File: src/rtl/fetch_pkg.sv
// Shared types for the instruction-fetch sequencer: PC select encoding,
// fetch FSM states and the default halt address.
package fetch_pkg;

    typedef enum logic [1:0] {
        PC_INC      = 2'b00,
        PC_REDIRECT = 2'b01,
        PC_HOLD     = 2'b10
    } pc_sel_t;

    typedef enum logic [2:0] {
        IDLE,
        ISSUE,
        WAIT,
        OUT,
        HALT
    } fetch_state_t;

    localparam logic [31:0] HALT_ADDR_DEF = 32'd2048;

endpackage

File: src/rtl/fetch_perf_cnt.sv
// Fetch performance counters: completed hand-offs to ID and squashed work
// (discarded memory responses plus flushed OUT instructions). Both wrap.
module fetch_perf_cnt (
    input  logic        clk,
    input  logic        rst,
    input  logic        fire,
    input  logic        squash_evt,
    output logic [31:0] perf_fetch_cnt,
    output logic [31:0] perf_squash_cnt
);

    logic [31:0] fetch_cnt_d, fetch_cnt_q;
    logic [31:0] squash_cnt_d, squash_cnt_q;

    // Next-count logic; natural 32-bit overflow gives the wrap.
    always_comb begin
        fetch_cnt_d  = fetch_cnt_q;
        squash_cnt_d = squash_cnt_q;
        if (fire) begin
            fetch_cnt_d = fetch_cnt_q + 32'd1;
        end
        if (squash_evt) begin
            squash_cnt_d = squash_cnt_q + 32'd1;
        end
    end

    // Counter registers.
    always_ff @(posedge clk or posedge rst) begin
        if (rst) begin
            fetch_cnt_q  <= '0;
            squash_cnt_q <= '0;
        end else begin
            fetch_cnt_q  <= fetch_cnt_d;
            squash_cnt_q <= squash_cnt_d;
        end
    end

    assign perf_fetch_cnt  = fetch_cnt_q;
    assign perf_squash_cnt = squash_cnt_q;

endmodule

File: src/rtl/fetch_ctrl.sv
// Instruction-fetch sequencer. Keeps a single fetch outstanding, hands the
// instruction to IF/ID with a valid/ready handshake, squashes work on branch
// redirects and stops for good once the PC reaches HALT_ADDR.
// Optional build macro FETCH_CTRL_PERF_EN adds the perf counter outputs.
module fetch_ctrl
    import fetch_pkg::*;
#(
    parameter logic [31:0] HALT_ADDR = HALT_ADDR_DEF
) (
    input  logic        clk,
    input  logic        rst,
    input  logic [31:0] pc_cur,
    output logic [1:0]  pc_sel,
    input  logic        branch_taken,
    input  logic        stall,
    output logic        im_req,
    output logic [13:0] im_addr,
    input  logic        im_ack,
    input  logic [31:0] im_rdata,
    output logic        inst_valid,
    output logic [31:0] inst,
    output logic [31:0] inst_pc,
    input  logic        id_ready,
    output logic        halted
`ifdef FETCH_CTRL_PERF_EN
    ,
    output logic [31:0] perf_fetch_cnt,
    output logic [31:0] perf_squash_cnt
`endif
);

    fetch_state_t state_d, state_q;
    logic         im_req_d, im_req_q;
    logic [13:0]  im_addr_d, im_addr_q;
    logic         inst_valid_d, inst_valid_q;
    logic [31:0]  inst_d, inst_q;
    logic [31:0]  inst_pc_d, inst_pc_q;
    logic         halted_d, halted_q;
    logic         squash_d, squash_q;
    logic [31:0]  req_pc_d, req_pc_q;
    pc_sel_t      pc_sel_c;
    logic         fire;

    // A redirect in the same cycle cancels the hand-off, so ID never sees a
    // wrong-path instruction accepted.
    assign fire = inst_valid_q & id_ready & ~stall & ~branch_taken;

    // FSM next-state, registered-output next values and combinational pc_sel.
    always_comb begin
        state_d      = state_q;
        im_req_d     = im_req_q;
        im_addr_d    = im_addr_q;
        inst_valid_d = inst_valid_q;
        inst_d       = inst_q;
        inst_pc_d    = inst_pc_q;
        halted_d     = halted_q;
        squash_d     = squash_q;
        req_pc_d     = req_pc_q;
        pc_sel_c     = PC_HOLD;

        case (state_q)
            IDLE: begin
                if (branch_taken) begin
                    pc_sel_c = PC_REDIRECT;
                end
                state_d = ISSUE;
            end

            ISSUE: begin
                if (branch_taken) begin
                    // Re-check the halt address against the redirected PC.
                    pc_sel_c = PC_REDIRECT;
                end else if (pc_cur == HALT_ADDR) begin
                    halted_d = 1'b1;
                    state_d  = HALT;
                end else begin
                    im_addr_d = pc_cur[15:2];
                    req_pc_d  = pc_cur;
                    im_req_d  = 1'b1;
                    state_d   = WAIT;
                end
            end

            WAIT: begin
                if (branch_taken) begin
                    pc_sel_c = PC_REDIRECT;
                    if (im_ack) begin
                        im_req_d = 1'b0;
                        squash_d = 1'b0;
                        state_d  = ISSUE;
                    end else begin
                        // Request cannot be withdrawn; remember to drop its data.
                        squash_d = 1'b1;
                    end
                end else if (im_ack) begin
                    im_req_d = 1'b0;
                    if (squash_q) begin
                        squash_d = 1'b0;
                        state_d  = ISSUE;
                    end else begin
                        pc_sel_c     = PC_INC;
                        inst_d       = im_rdata;
                        inst_pc_d    = req_pc_q;
                        inst_valid_d = 1'b1;
                        state_d      = OUT;
                    end
                end
            end

            OUT: begin
                if (branch_taken) begin
                    pc_sel_c     = PC_REDIRECT;
                    inst_valid_d = 1'b0;
                    state_d      = ISSUE;
                end else if (fire) begin
                    inst_valid_d = 1'b0;
                    state_d      = ISSUE;
                end
            end

            HALT: begin
                // Terminal until reset; redirects are ignored.
                pc_sel_c = PC_HOLD;
            end

            default: begin
                state_d = IDLE;
            end
        endcase
    end

    // State and registered-output flops.
    always_ff @(posedge clk or posedge rst) begin
        if (rst) begin
            state_q      <= IDLE;
            im_req_q     <= 1'b0;
            im_addr_q    <= '0;
            inst_valid_q <= 1'b0;
            inst_q       <= '0;
            inst_pc_q    <= '0;
            halted_q     <= 1'b0;
            squash_q     <= 1'b0;
            req_pc_q     <= '0;
        end else begin
            state_q      <= state_d;
            im_req_q     <= im_req_d;
            im_addr_q    <= im_addr_d;
            inst_valid_q <= inst_valid_d;
            inst_q       <= inst_d;
            inst_pc_q    <= inst_pc_d;
            halted_q     <= halted_d;
            squash_q     <= squash_d;
            req_pc_q     <= req_pc_d;
        end
    end

    assign pc_sel     = pc_sel_c;
    assign im_req     = im_req_q;
    assign im_addr    = im_addr_q;
    assign inst_valid = inst_valid_q;
    assign inst       = inst_q;
    assign inst_pc    = inst_pc_q;
    assign halted     = halted_q;

`ifdef FETCH_CTRL_PERF_EN
    logic squash_evt;

    // Discarded responses (redirect with ack, or late ack of a squashed
    // request) and flushed OUT instructions.
    assign squash_evt = ((state_q == WAIT) & im_ack & (branch_taken | squash_q)) |
                        ((state_q == OUT) & branch_taken);

    fetch_perf_cnt u_perf (
        .clk             (clk),
        .rst             (rst),
        .fire            (fire),
        .squash_evt      (squash_evt),
        .perf_fetch_cnt  (perf_fetch_cnt),
        .perf_squash_cnt (perf_squash_cnt)
    );
`endif

endmodule
File: config.mk
export PLATFORM = sky130hd
export DESIGN_NAME = fetch_ctrl
export DESIGN_NICKNAME = d
export VERILOG_FILES = /design/src/rtl/fetch_pkg.sv /design/src/rtl/fetch_perf_cnt.sv /design/src/rtl/fetch_ctrl.sv
export SDC_FILE = /design/constraint.sdc
export NUM_CORES = 1
export LEC_CHECK = 0
export BUFFER_PORTS_ARGS = -buffer_cell sky130_fd_sc_hd__buf_2
export CORE_ASPECT_RATIO = 1.75
export CORE_MARGIN = 10
export CORE_UTILIZATION = 49
export DETAILED_ROUTE_END_ITERATION = 6
export GPL_TIMING_DRIVEN = 1
export HOLD_SLACK_MARGIN = 0.02
export PLACE_DENSITY = 0.8
export SLEW_MARGIN = 0
export SYNTH_ARGS = -nofsm -noshare
export SYNTH_HDL_FRONTEND = slang
export SYNTH_SLANG_ARGS = --single-unit
File: constraint.sdc
create_clock -name clk -period 4 [get_ports clk]
set_input_delay 0.2 -clock clk [delete_from_list [all_inputs] [get_ports clk]]
set_output_delay 0.2 -clock clk [all_outputs]
set_load 0.02 [all_outputs]
==> flow_metrics.env <==
export IMPL_outcome="complete, no violations"
export IMPL_cts_sinks=103
export IMPL_htreeDepth=3
export IMPL_powerDensity_nw_per_um2=809.7
export IMPL_final_nets=475
export IMPL_power_leakage_uw=0.002586
export IMPL_clock_root_buffer="clkbuf_16"
export IMPL_yosysMostFrequentCell="dfrtp_1"
export IMPL_finalSetupViolCount=0
export IMPL_intPower_uw=2657
export IMPL_first_iter_violations=76
export IMPL_crit_type="flop to flop"
export IMPL_drive_above_1_share_pct=65.37
export IMPL_synth_top_area_share_pct=62.71
export IMPL_synth_adder_area_share_pct=0
export IMPL_timing_fmax_mhz=419.2
export IMPL_synth_nets=333
export IMPL_overflow=0
export IMPL_dieArea_um2=12600
export IMPL_area_growth_pct=23.81
export IMPL_n_antenna_cell=0
export IMPL_tightest_slew_ns=1.008
export IMPL_ir_worst_vdd_mv=0.4060
export IMPL_portBuffers=152
export IMPL_yosys_top_cells_area="dfrtp_1, mux2_2, buf_4"
export IMPL_cts_repair_resized=0
export IMPL_fin_setup_tns_ns=0
export IMPL_rsz0062_at_grt="false"
export IMPL_cp_end_kind="flop"
export IMPL_synth_mux_area_share_pct=26.30
export IMPL_post_drt_wl_per_cell_um=18.22
export IMPL_clockBufferDepth=2
export IMPL_synth_top_family_by_area="multiplexers"
export IMPL_grt_pass1_wl_um=14200
export IMPL_holdBufCountCts=0
export IMPL_yosysTopAreaCell="dfrtp_1"
export IMPL_postCtsSetupRepairBufs=0
export IMPL_syn_inst=263
export IMPL_seq_area_frac_synth_pct=62.71
export IMPL_final_max_slew_viol_count=0
export IMPL_yosysWarnings=0
export IMPL_die_height_um=141.2
export IMPL_dr_pass1_iters=4
export IMPL_worstSkewPairLatency_ns=0.33
export IMPL_die_w_um=89.24
export IMPL_crit_path_cell_trace="nor2b_2, nand3_1, nor3_4, buf_4, mux2_2"
export IMPL_cts_tree="built"
export IMPL_relSlewSlack_pct=32.64
export IMPL_seqPwrFrac_pct=42.6
export IMPL_worst_path_buf_inv=1
export IMPL_hold_path_class="primary input to async pin"
export IMPL_maxCapViolCount=0
export IMPL_ys_async_sr_fraction_pct=100.0
export IMPL_utilization_pct=61.62
export IMPL_track_usage_pct=14.71
export IMPL_clock_skew_ns=0.006608
export IMPL_via_count=2576
export IMPL_routed_via_density=5.131
export IMPL_synthSimpleGateAreaFrac_pct=3.927
export IMPL_crit_slowest_cell="nor3_4"
export IMPL_synth_distinct_cells=29
export IMPL_switchingPower_uw=1463
export IMPL_crit_fanout=29
export IMPL_synth_compound_area_share_pct=1.735
export IMPL_cp_required_ns=4.21
export IMPL_timing_hold_violations_final=0
export IMPL_io_pins=153
export IMPL_synth_main_ff_cell="dfrtp_1"
export IMPL_min_period_ns=2.385
export IMPL_synth_area_um2=4110
export IMPL_antenna_found_initial=0
export IMPL_synth_edff_count=0
export IMPL_fin_crit_sh_pct=59.64
export IMPL_synth_commonest_cells="dfrtp_1, mux2_2, buf_4"
export IMPL_p_sw_share_pct=35.50
export IMPL_numCtsBuffers=9
export IMPL_antenna_left=0
export IMPL_dp_hpwl_um=7168
export IMPL_coreArea_um2=8258
export IMPL_drc=0
export IMPL_ys_ff_latch=103
export IMPL_clkTransAtPathRegs_ns=0.06
export IMPL_place_congestion=0.7691
export IMPL_synth_xor_area_share_pct=0
export IMPL_initial_core_util_pct=49.77
export IMPL_core_rowCount=44
export IMPL_rr_worst_depth=5
export IMPL_grt_pass1_vias=2733
export IMPL_clkPwrFrac_pct=19.5
export IMPL_routed_wl_um=9147
export IMPL_path_depth=5
export IMPL_syn_area_per_cell_um2=15.63
export IMPL_grt_max_degree=72
export IMPL_max_stage_delay_ns=0.56
export IMPL_worstPathArrival_ns=2.60
export IMPL_comb_power_share_pct=37.9
export IMPL_worstSetupStartpointType="flop"
export IMPL_path_delay_family="simple AND/OR/NAND/NOR gates"
==> cell usage in the layout (no fill, tap or decap), types with 2 or more instances in the layout <==
master      synthesis  routed
nand4_1             2       2
nor4_1              7       7
mux2_2             95      95
dfrtp_1           103     103
o21ai_0             2       2
inv_1               3       2
clkbuf_1            0       3
clkinvlp_4          0       2
nor2_1              7       7
buf_4              15       3
clkbuf_8            0       2
clkbuf_16           0       9
buf_2               1     152
nand2_1             2       2
==> state kept, by name (all words and copies together), names as in the netlist <==
signal,flops
inst,32
im_req,1
state_q,3
inst_pc,32
inst_valid,1
squash_q,1
im_addr,13
req_pc_q,19
halted,1
==> final cells by class <==
class | instances | area (um2)
flip-flops and latches | 103 | 2577
multi-input cells | 133 | 1320
repair buffers | 155 | 783.3
clock inverters | 2 | 15.01
fillers | 647 | 3169
inverters | 3 | 13.76
well taps | 92 | 115.1
clock buffers | 14 | 264.0
==> per-stage QoR <==
step	cell area, um2	total power (uW)	hold slack (ns)	instances	setup WS [ns]
floorplan	4110	2902	0.3317	263	1.096
global placement	4810	3310	0.4293	486	1.497
detailed placement	4810	3372	0.4342	486	1.461
CTS	5089	4189	0.08198	502	1.561
global route	5089	4354	0.07919	502	1.460
finish	5089	4120	0.04650	502	1.615
==> cells by family after synthesis <==
logic type,after synthesis
buf+inv,27
mux,96
simple gates,28
flops,103
compound gates,9
==> power by group through the flow <==
stage	combinational (uW)	sequential, uW	clock (uW)
4_1_cts	1600	1760	834
3_3_place_gp	1560	1750	0
2_1_floorplan	799	2100	0
6_report	1560	1750	803
3_5_place_dp	1590	1780	0
5_1_grt	1660	1820	869
==> layer usage <==
metal / part of all wire, % / GRT usage [%] / vias up
met5: 0 / 0 / -
met4: 2.8 / 6.902 / 0
met3: 5.4 / 3.693 / 17
met2: 57 / 26.51 / 84
met1: 35 / 15.03 / 1273
li1: - / - / 1202
==> final timing paths <==
check,endpoint,start,slack (ns)
min in group clk,inst[26],im_rdata[26],0.09
max in group asynchronous,inst[31],rst,3.02
setup / recovery,inst_pc[17],state_q[2],1.61
hold / removal,inst_pc[14],rst,0.05
hold reg to reg,inst[29],inst[29],0.50
setup reg to reg,inst_pc[17],state_q[2],1.61
Note: power is estimated with default switching activity, not from simulation.
